--- src/rtl/cpu_pkg.sv ---
// Shared opcode, ALU-op and sequencer-state definitions for the 4-bit-opcode CPU.
package cpu_pkg;

   localparam int unsigned OPCODE_W = 4;
   localparam int unsigned STATE_W  = 3;
   localparam int unsigned ALU_OP_W = 2;

   typedef enum logic [OPCODE_W-1:0] {
      OP_LB   = 4'd0,
      OP_LHB  = 4'd1,
      OP_JMP  = 4'd2,
      OP_STR  = 4'd3,
      OP_LIM  = 4'd4,
      OP_MVB  = 4'd5,
      OP_MVF  = 4'd6,
      OP_ADD  = 4'd7,
      OP_SUB  = 4'd8,
      OP_SFT  = 4'd9,
      OP_BNE  = 4'd10,
      OP_BEQ  = 4'd11,
      OP_BLT  = 4'd12,
      OP_INC  = 4'd13,
      OP_HALT = 4'd14,
      OP_TBA  = 4'd15
   } opcode_t;

   typedef enum logic [ALU_OP_W-1:0] {
      ALU_ADD = 2'd0,
      ALU_SUB = 2'd1,
      ALU_SFT = 2'd2,
      ALU_INC = 2'd3
   } alu_op_t;

   typedef enum logic [STATE_W-1:0] {
      S_IDLE   = 3'd0,
      S_FETCH  = 3'd1,
      S_DECODE = 3'd2,
      S_EXEC   = 3'd3,
      S_MEM    = 3'd4,
      S_WB     = 3'd5,
      S_HALTED = 3'd6
   } seq_state_t;

   function automatic logic is_alu(input opcode_t op);
      return op inside {OP_ADD, OP_SUB, OP_SFT, OP_INC};
   endfunction

   function automatic logic is_branch(input opcode_t op);
      return op inside {OP_BNE, OP_BEQ, OP_BLT};
   endfunction

   function automatic logic is_mem(input opcode_t op);
      return op inside {OP_LB, OP_LHB, OP_STR};
   endfunction

endpackage

--- src/rtl/mem_wait_timer.sv ---
// Counts cycles a memory request waits for ready; flags when the timeout limit is reached.
module mem_wait_timer #(
   parameter int unsigned TMO_W       = 8,
   parameter int unsigned MEM_TIMEOUT = 255
) (
   input  logic clk,
   input  logic rst_n,
   input  logic clear,
   input  logic count_en,
   output logic expired
);

   localparam logic [TMO_W-1:0] LIMIT = TMO_W'(MEM_TIMEOUT);

   logic [TMO_W-1:0] cnt_q, cnt_d;

   // Counter parks at the limit so it cannot wrap back below it.
   always_comb begin
      cnt_d = cnt_q;
      if (clear) begin
         cnt_d = '0;
      end else if (count_en && (cnt_q != LIMIT)) begin
         cnt_d = cnt_q + TMO_W'(1);
      end
   end

   always_ff @(posedge clk or negedge rst_n) begin
      if (!rst_n) begin
         cnt_q <= '0;
      end else begin
         cnt_q <= cnt_d;
      end
   end

   assign expired = (cnt_q == LIMIT);

endmodule

--- src/rtl/cpu_sequencer.sv ---
// Multi-cycle fetch/decode/exec/mem/writeback sequencer for the 4-bit-opcode CPU.
module cpu_sequencer
   import cpu_pkg::*;
#(
   parameter int unsigned CNT_W       = 16,
   parameter int unsigned TMO_W       = 8,
   parameter int unsigned MEM_TIMEOUT = 255
) (
   input  logic             clk,
   input  logic             rst_n,
   input  logic             start,
   input  logic [3:0]       opcode,
   input  logic             imm_flag,
   input  logic             branch_taken,
   input  logic             mem_ready,
   output logic             mem_req,
   output logic             mem_we,
   output logic             mem_sel_inst,
   output logic             ir_load,
   output logic             pc_inc,
   output logic             pc_load,
   output logic             alu_en,
   output logic             reg_we,
   output logic             halted,
   output logic             fault,
   output logic [2:0]       state_o,
   output logic [CNT_W-1:0] instr_count
);

   seq_state_t       state_q, state_d;
   opcode_t          op_q, op_d;
   logic             imm_q, imm_d;
   logic [CNT_W-1:0] instr_count_q, instr_count_d;
   logic             fault_q, fault_d;
   logic             mem_req_q, mem_req_d;
   logic             mem_we_q, mem_we_d;
   logic             mem_sel_inst_q, mem_sel_inst_d;
   logic             alu_en_q, alu_en_d;
   logic             reg_we_q, reg_we_d;
   logic             halted_q, halted_d;
   logic             tmr_clear, tmr_count, tmr_expired;
   logic             unused_imm;

   // imm_flag is held for the datapath; sequencing never depends on it.
   assign unused_imm = imm_q;

   mem_wait_timer #(
      .TMO_W       (TMO_W),
      .MEM_TIMEOUT (MEM_TIMEOUT)
   ) u_mem_wait_timer (
      .clk      (clk),
      .rst_n    (rst_n),
      .clear    (tmr_clear),
      .count_en (tmr_count),
      .expired  (tmr_expired)
   );

   always_comb begin
      state_d       = state_q;
      op_d          = op_q;
      imm_d         = imm_q;
      instr_count_d = instr_count_q;
      fault_d       = fault_q;
      ir_load       = 1'b0;
      pc_inc        = 1'b0;
      pc_load       = 1'b0;

      case (state_q)
         S_IDLE: begin
            if (start) state_d = S_FETCH;
         end
         S_FETCH: begin
            if (mem_ready) begin
               ir_load = 1'b1;
               pc_inc  = 1'b1;
               state_d = S_DECODE;
            end else if (tmr_expired) begin
               fault_d = 1'b1;
               state_d = S_HALTED;
            end
         end
         S_DECODE: begin
            op_d  = opcode_t'(opcode);
            imm_d = imm_flag;
            if (op_d == OP_HALT) begin
               state_d = S_HALTED;
            end else begin
               if (instr_count_q != '1) instr_count_d = instr_count_q + CNT_W'(1);
               state_d = S_EXEC;
            end
         end
         S_EXEC: begin
            if (is_alu(op_q)) begin
               state_d = S_WB;
            end else if (is_branch(op_q)) begin
               pc_load = branch_taken;
               state_d = S_FETCH;
            end else if (op_q == OP_JMP) begin
               pc_load = 1'b1;
               state_d = S_FETCH;
            end else if (is_mem(op_q)) begin
               state_d = S_MEM;
            end else if (op_q inside {OP_MVB, OP_MVF, OP_LIM}) begin
               state_d = S_WB;
            end else begin
               state_d = S_FETCH;
            end
         end
         S_MEM: begin
            if (mem_ready) begin
               state_d = (op_q == OP_STR) ? S_FETCH : S_WB;
            end else if (tmr_expired) begin
               fault_d = 1'b1;
               state_d = S_HALTED;
            end
         end
         S_WB: begin
            state_d = S_FETCH;
         end
         S_HALTED: begin
            if (start) begin
               fault_d = 1'b0;
               state_d = S_FETCH;
            end
         end
         default: begin
            state_d = S_IDLE;
         end
      endcase

      // Moore strobes are registered by looking ahead at the next state.
      mem_req_d      = (state_d == S_FETCH) || (state_d == S_MEM);
      mem_sel_inst_d = (state_d == S_FETCH);
      mem_we_d       = (state_d == S_MEM) && (op_d == OP_STR);
      alu_en_d       = (state_d == S_EXEC) && (is_alu(op_d) || is_branch(op_d));
      reg_we_d       = (state_d == S_WB);
      halted_d       = (state_d == S_HALTED);

      tmr_clear = (state_d != state_q) && ((state_d == S_FETCH) || (state_d == S_MEM));
      tmr_count = ((state_q == S_FETCH) || (state_q == S_MEM)) && !mem_ready;
   end

   always_ff @(posedge clk or negedge rst_n) begin
      if (!rst_n) begin
         state_q        <= S_IDLE;
         op_q           <= OP_LB;
         imm_q          <= 1'b0;
         instr_count_q  <= '0;
         fault_q        <= 1'b0;
         mem_req_q      <= 1'b0;
         mem_we_q       <= 1'b0;
         mem_sel_inst_q <= 1'b0;
         alu_en_q       <= 1'b0;
         reg_we_q       <= 1'b0;
         halted_q       <= 1'b0;
      end else begin
         state_q        <= state_d;
         op_q           <= op_d;
         imm_q          <= imm_d;
         instr_count_q  <= instr_count_d;
         fault_q        <= fault_d;
         mem_req_q      <= mem_req_d;
         mem_we_q       <= mem_we_d;
         mem_sel_inst_q <= mem_sel_inst_d;
         alu_en_q       <= alu_en_d;
         reg_we_q       <= reg_we_d;
         halted_q       <= halted_d;
      end
   end

   assign mem_req      = mem_req_q;
   assign mem_we       = mem_we_q;
   assign mem_sel_inst = mem_sel_inst_q;
   assign alu_en       = alu_en_q;
   assign reg_we       = reg_we_q;
   assign halted       = halted_q;
   assign fault        = fault_q;
   assign state_o      = state_q;
   assign instr_count  = instr_count_q;

endmodule

--- config.mk ---
export PLATFORM = sky130hd
export DESIGN_NAME = cpu_sequencer
export DESIGN_NICKNAME = d
export VERILOG_FILES = /design/src/rtl/cpu_pkg.sv /design/src/rtl/mem_wait_timer.sv /design/src/rtl/cpu_sequencer.sv
export SDC_FILE = /design/constraint.sdc
export NUM_CORES = 1
export LEC_CHECK = 0
export BUFFER_PORTS_ARGS = -buffer_cell sky130_fd_sc_hd__buf_2
export CORE_ASPECT_RATIO = 0.8
export CORE_MARGIN = 1.5
export CORE_UTILIZATION = 50
export DETAILED_ROUTE_END_ITERATION = 8
export HOLD_SLACK_MARGIN = 0.05
export PLACE_DENSITY = 0.73
export SLEW_MARGIN = 20
export SYNTH_ARGS = -nofsm -noshare
export SYNTH_HDL_FRONTEND = slang
export SYNTH_SLANG_ARGS = --single-unit
export TNS_END_PERCENT = 1
--- constraint.sdc ---
create_clock -name clk -period 2.7 [get_ports clk]
set_input_delay 0.27 -clock clk [delete_from_list [all_inputs] [get_ports clk]]
set_output_delay 0.27 -clock clk [all_outputs]
set_load 0.01 [all_outputs]
Word-level counts from Yosys, hierarchy flattened:

Cells that the tools add are included.

* add/sub/neg operators: 2
* equal/unequal tests: 40
* muxes and demuxes: 25
* bitwise gates (word level): 1
* reduce and logical (&&, ||, !) cells: 23

Operators with widths (count)
* 4-bit equality test (second input constant): 13
* 3-bit two-way mux: 11
* 4-bit by 3-bit equality test with 1-bit output (second input constant): 5
* 3-bit equality test (second input constant): 6
* 3-bit case mux with 6 select lines: 1
* 16-bit by 1-bit adder with 16-bit output (second input constant): 1
* 8-bit two-way mux: 2
* 16-bit != test (second input constant): 1
* 4-bit by 2-bit equality test with 1-bit output (second input constant): 3
* 3-bit nonzero test: 4
* 3-bit by 2-bit equality test with 1-bit output (second input constant): 3
* 1-bit two-way mux: 9
* 8-bit by 1-bit adder with 8-bit output (second input constant): 1
* 8-bit equality test (second input constant): 1
* 8-bit != test (second input constant): 1
* 4-bit nonzero test: 2
* 3-bit by 1-bit equality test with 1-bit output (second input constant): 2
* 1-bit logical AND: 5
* 4-bit by 1-bit equality test with 1-bit output (second input constant): 1
* 4-bit logical NOT: 1
* 4-bit two-way mux: 1
* 2-bit != test (second input constant): 2
* 4-bit AND reduction: 1
* 2-bit nonzero test: 2
* other kinds (9): 12

* flip-flop bits (word level): 38
* input port bits: 10
* logic and storage cells: 102

Longest topological paths before layout:

* depth after elaboration: 12
* gate-level depth with buffers: 7

Modules after synthesis:

From an unflattened synthesis, not the netlist that was laid out.

* cells, all modules: 198
* area total of the unflattened synthesis: 2088.3 um^2

Modules (own cells, without submodules)
* cpu_sequencer: instances 1, cells an instance 151, area an instance 1614.0 um^2, seq. area each 750.7 um^2
* mem_wait_timer: instances 1, cells an instance 47, area an instance 474.2 um^2, seq. area each 200.2 um^2

Worst setup path before layout:

No wires, ideal clock.

* kind: reg-to-reg
* start: register state_q[0] (netlist: state_o[0])
* end: register u_mem_wait_timer.cnt_q[0]
* data arrival time: 1.958 ns
* required time: 2.568 ns
* setup slack: 0.609 ns
* cell stages (with the launch flop): 8
* buffers on the path: 1
* period minus slack after synthesis: 2.091 ns
* path through: dfrtp_1 buf_2 nor3b_4 a32oi_1 o2111ai_2 or3b_4 a211oi_4 nor2_1

* word-level cells in the longest chain between the ends: 7
* elaborated cells between the ends (all ways): 23
* those cells by class: eq/ne: 9; mux: 6; reduce/logical: 8

RTL lines
* start, declared: line cpu_sequencer.sv:30 `seq_state_t state_q, state_d;`
* start signal, assigned: line cpu_sequencer.sv:157 `state_q <= state_d;`
* 3-bit equality test (tied with other cells): line cpu_sequencer.sv:68 `case (state_q)`
* 2-bit OR reduction (no source line) (tied with other cells)
* 3-bit case mux with 6 select lines (*): line cpu_sequencer.sv:68
* net state_d[0]: line cpu_sequencer.sv:30
* 3-bit by 1-bit equality test with 1-bit output or 3-bit equality test (tied branches): line cpu_sequencer.sv:139 `tmr_clear = (state_d != state_q) && ((state_d == S_FETCH) || (state_d == S_MEM));`
* 1-bit logical OR: line cpu_sequencer.sv:139
* 1-bit logical AND (*): line cpu_sequencer.sv:139
* 8-bit two-way mux or 2-bit nonzero test (tied branches)
* end signal, assigned: line mem_wait_timer.sv:31 `cnt_q <= cnt_d;`
* end, declared: line mem_wait_timer.sv:15 `logic [TMO_W-1:0] cnt_q, cnt_d;`

The timed path passes the listed nets; every way through them passes the cells marked *.
A chain may end at the register's enable or synchronous reset.

Final worst setup path:

* start: register state_q[2] (netlist: state_o[2])
* end: register u_mem_wait_timer.cnt_q[6]

* word-level cells in the longest chain between the ends: 7
* elaborated cells between the ends (all ways): 23
* those cells by class: eq/ne: 9; mux: 6; reduce/logical: 8

RTL lines (line)
* 3-bit equality test or 3-bit logical NOT (tied branches): cpu_sequencer.sv:68
* 2-bit OR reduction (no source line)
* 3-bit case mux with 6 select lines (*): cpu_sequencer.sv:68
* net state_d[0]: cpu_sequencer.sv:30
* 3-bit by 1-bit equality test with 1-bit output or 3-bit equality test (tied branches): cpu_sequencer.sv:139
* 1-bit logical OR: cpu_sequencer.sv:139
* 1-bit logical AND (*): cpu_sequencer.sv:139
* 8-bit two-way mux or 2-bit nonzero test (tied branches)

Marks and branches as above.

==> flow_summary.ini <==
[place]
place.gp.congestion = 0.913
placed_cell_area_um2 = 2230
port_buffers = 37
placed_cells = 290
hpwl_mm = 2.74

[layout]
regArea_um2 = 951
final_cells = 298
postLayoutCellArea_um2 = 2370
multiInputGateArea_um2 = 965
final_util_pct = 62.2
diodes = 0
nNetsFinal = 254
area_growth_syn_to_layout_pct = 18.5
fillers = 334
drive_gt1_share_pct = 22.2

[routing]
first_pass_iters = 4
vias_per_cell = 5.27
wl_per_cell_um = 12.8
drt-initial-drc-count = 129
vias = 1569
route.detailed.drc = 0
postRouteAntennaNets = 0
drt-total-wl_mm = 3.82

[yosys]
synth_area_um2 = 2000
synth-edff-count = 0
yosysSeqAreaShare_pct = 47.6
yosysWarnings = 0
ys_types = 45
ys.flop_type = dfrtp_1
postSynthCellCount = 202
ys_ff_latch = 38
async_reset_ff_share_pct = 100
syn_nets = 214
postSynthAreaPerCell_um2 = 9.89

[pwr]
p_sw_share_pct = 37.5
switchingPower_mw = 0.880
clock_power_share_pct = 24.2
p_leak_nw = 1.14
vdd_ir_drop_max_v = 0.000631
p_int_mw = 1.47
power_frac_seq_pct = 37.8
p_per_area_nw_per_um2 = 991
p_comb_share_pct = 37.9

[worst_setup_path]
start_kind = flop
r2r_slack_ps = 280
arrival_ps = 2590
worst-path-max-fanout = 12
crit_type = flop to flop
startpoint = state_o[2]
worst_r2r_endpoint = u_mem_wait_timer.cnt_q[6]
reg2reg_from = state_o[2]
crit_chain = inv_1, or3_1, o2111ai_2, or3b_4, a211oi_4, nor2_1
required_ps = 2870
reg2reg_depth = 6
slowest_delay_ps = 630
cp-end-kind = flop
crit_end = u_mem_wait_timer.cnt_q[6]
slowest_stage = dfrtp_1

[timing]
drv_slew = 0
worst_pin_slew_ps = 808
maxSlewHeadroom_pct = 46.1
finClkSkew_ps = 3.32
period_share_pct = 89.8
setup_tns_ps = 0
finalSetupViolations = 0
max_freq_mhz = 413
grt_setup_unrepaired = false
period_needed_ps = 2420
hold_viol = 0

[cts]
cts_made_buffers = 5
clkLatencyLatePin_ps = 290
cts_resized = 0
cts_buffer_depth = 2
cts_tree = yes
cts_setup_buffers = 0
clkSinkCount = 38
root_buffer = clkbuf_8
hold_buffers = 0
h-tree-depth = 2
clkSlewWorstSetupHoldPaths_ps = 70

[global_route]
grt_usage_pct = 19.3
grt_pass1_wl_mm = 6.42
antenna_found_initial = 0
grt_pass1_vias = 1464
grt-ovfl-total = 0
grt_max_degree = 39

[hold_path]
worstHoldPathType = input port to asynchronous set/reset pin

[die]
die_x_um = 73.7
fp.dieH_um = 59.5
ios = 39
initial_core_util_pct = 52.5
num_rows = 20
dieArea_um2 = 4380
core_area_um2 = 3800

[run_status]
status = completed

[run]
cap_viol_max_count = 0
-- power by group through the flow --
stage | Sequential (mW) | Clock, mW | Combinational [mW]
global placement | 0.895 | 0 | 0.873
floorplan | 0.853 | 0 | 0.682
detailed placement | 0.893 | 0 | 0.890
finish | 0.887 | 0.569 | 0.890
global route | 0.906 | 0.603 | 1.00
CTS | 0.883 | 0.581 | 0.898
-- cells in the mapped netlist, types with 2 or more instances --
cell | count | area (µm²)
dfrtp_1 | 38 | 951
nor2_1 | 23 | 86.3
nand2_1 | 14 | 52.6
xnor2_1 | 14 | 123
inv_1 | 12 | 45.0
xor2_1 | 10 | 87.6
nand3_1 | 9 | 45.0
a21oi_1 | 8 | 40.0
nor3_1 | 8 | 40.0
nand4_1 | 7 | 43.8
mux2i_1 | 5 | 50.1
o21ai_0 | 5 | 25.0
nor2b_1 | 4 | 25.0
and3_1 | 3 | 18.8
a31oi_1 | 2 | 12.5
and2_1 | 2 | 12.5
buf_2 | 2 | 10.0
clkbuf_1 | 2 | 7.51
ha_1 | 2 | 25.0
mux2_2 | 2 | 22.5
nand2b_1 | 2 | 12.5
nand4b_1 | 2 | 17.5
o2111ai_1 | 2 | 17.5
or3_1 | 2 | 12.5
or4_1 | 2 | 15.0
-- worst min-delay path by stage --
stage                                      to  slack (ps)  cells past startpoint
global route                            fault         140                      1
finish                                  fault          70                      1
floorplan                              alu_en         -30                      0
global placement    u_mem_wait_timer.cnt_q[4]         400                      1
detailed placement  u_mem_wait_timer.cnt_q[3]         400                      1
CTS                 u_mem_wait_timer.cnt_q[3]          80                      1
-- layout make-up --
cell class	count	area share [%]
Timing Repair Buffer	39	8.46
Multi-Input combinational cell	146	40.8
Sequential cell	38	40.2
Clock inverter	3	2.91
Inverter	12	1.90
Clock buffer	5	2.91
Tap cell	55	2.91
-- state kept, by name, indices dropped and copies added (netlist names) --
register / cells
alu_en: 1
fault: 1
halted: 1
instr_count: 16
mem_req: 1
mem_sel_inst: 1
mem_we: 1
op_q: 4
reg_we: 1
state_o: 3
u_mem_wait_timer.cnt_q: 8
-- cells in the final DEF, fill, tap and decap left out, types with 2 or more instances in the layout --
master,count
dfrtp_1,38
buf_2,37
nor2_1,23
nand2_1,14
xnor2_1,14
inv_1,12
xor2_1,10
nand3_1,9
a21oi_1,8
nor3_1,8
nand4_1,7
mux2i_1,5
o21ai_0,5
clkbuf_8,5
nor2b_1,4
and3_1,3
or3_1,2
nand4b_1,2
nand2b_1,2
o2111ai_1,2
mux2_2,2
or4_1,2
and2_1,2
a31oi_1,2
ha_1,2
bufinv_16,2
buf_4,2
-- per-layer routing --
layer	track usage, %	wire length [µm]	vias to the layer above
met4	5.82	28	0
met3	4.93	181	4
met1	27.3	1980	740
met5	0	0	-
li1	-	-	781
met2	29.5	1630	44
-- logic make-up (layout without fill, tap and decap cells) --
family	after synthesis	after routing	share of synthesized area [%]
flip-flops	38	38	47.6
AO/OA/AOI/OAI	29	29	10.7
multiplexers	7	7	3.63
adder cells (fa/ha/maj)	2	2	1.25
XOR/XNOR	24	24	10.5
AND/OR/NAND/NOR	84	84	22.2
buffers and inverters	18	59	4.07
-- metrics by stage --
step / hold WS, ps / setup slack [ps] / power [mW]
after global placement: 403 / 308 / 1.77
after global routing: 138 / 110 / 2.51
after CTS: 84.4 / 283 / 2.36
after detailed placement: 399 / 299 / 1.78
after floorplan: -25.6 / 609 / 1.54
final: 66.7 / 277 / 2.35
-- critical path: cells and delay by family (launching register included) --
kind | cells | cell delay, ps
buf+inv | 1 | 170
compound gates | 2 | 540
flops | 1 | 630
simple gates | 3 | 960
Note: power is estimated with default switching activity, not from simulation.
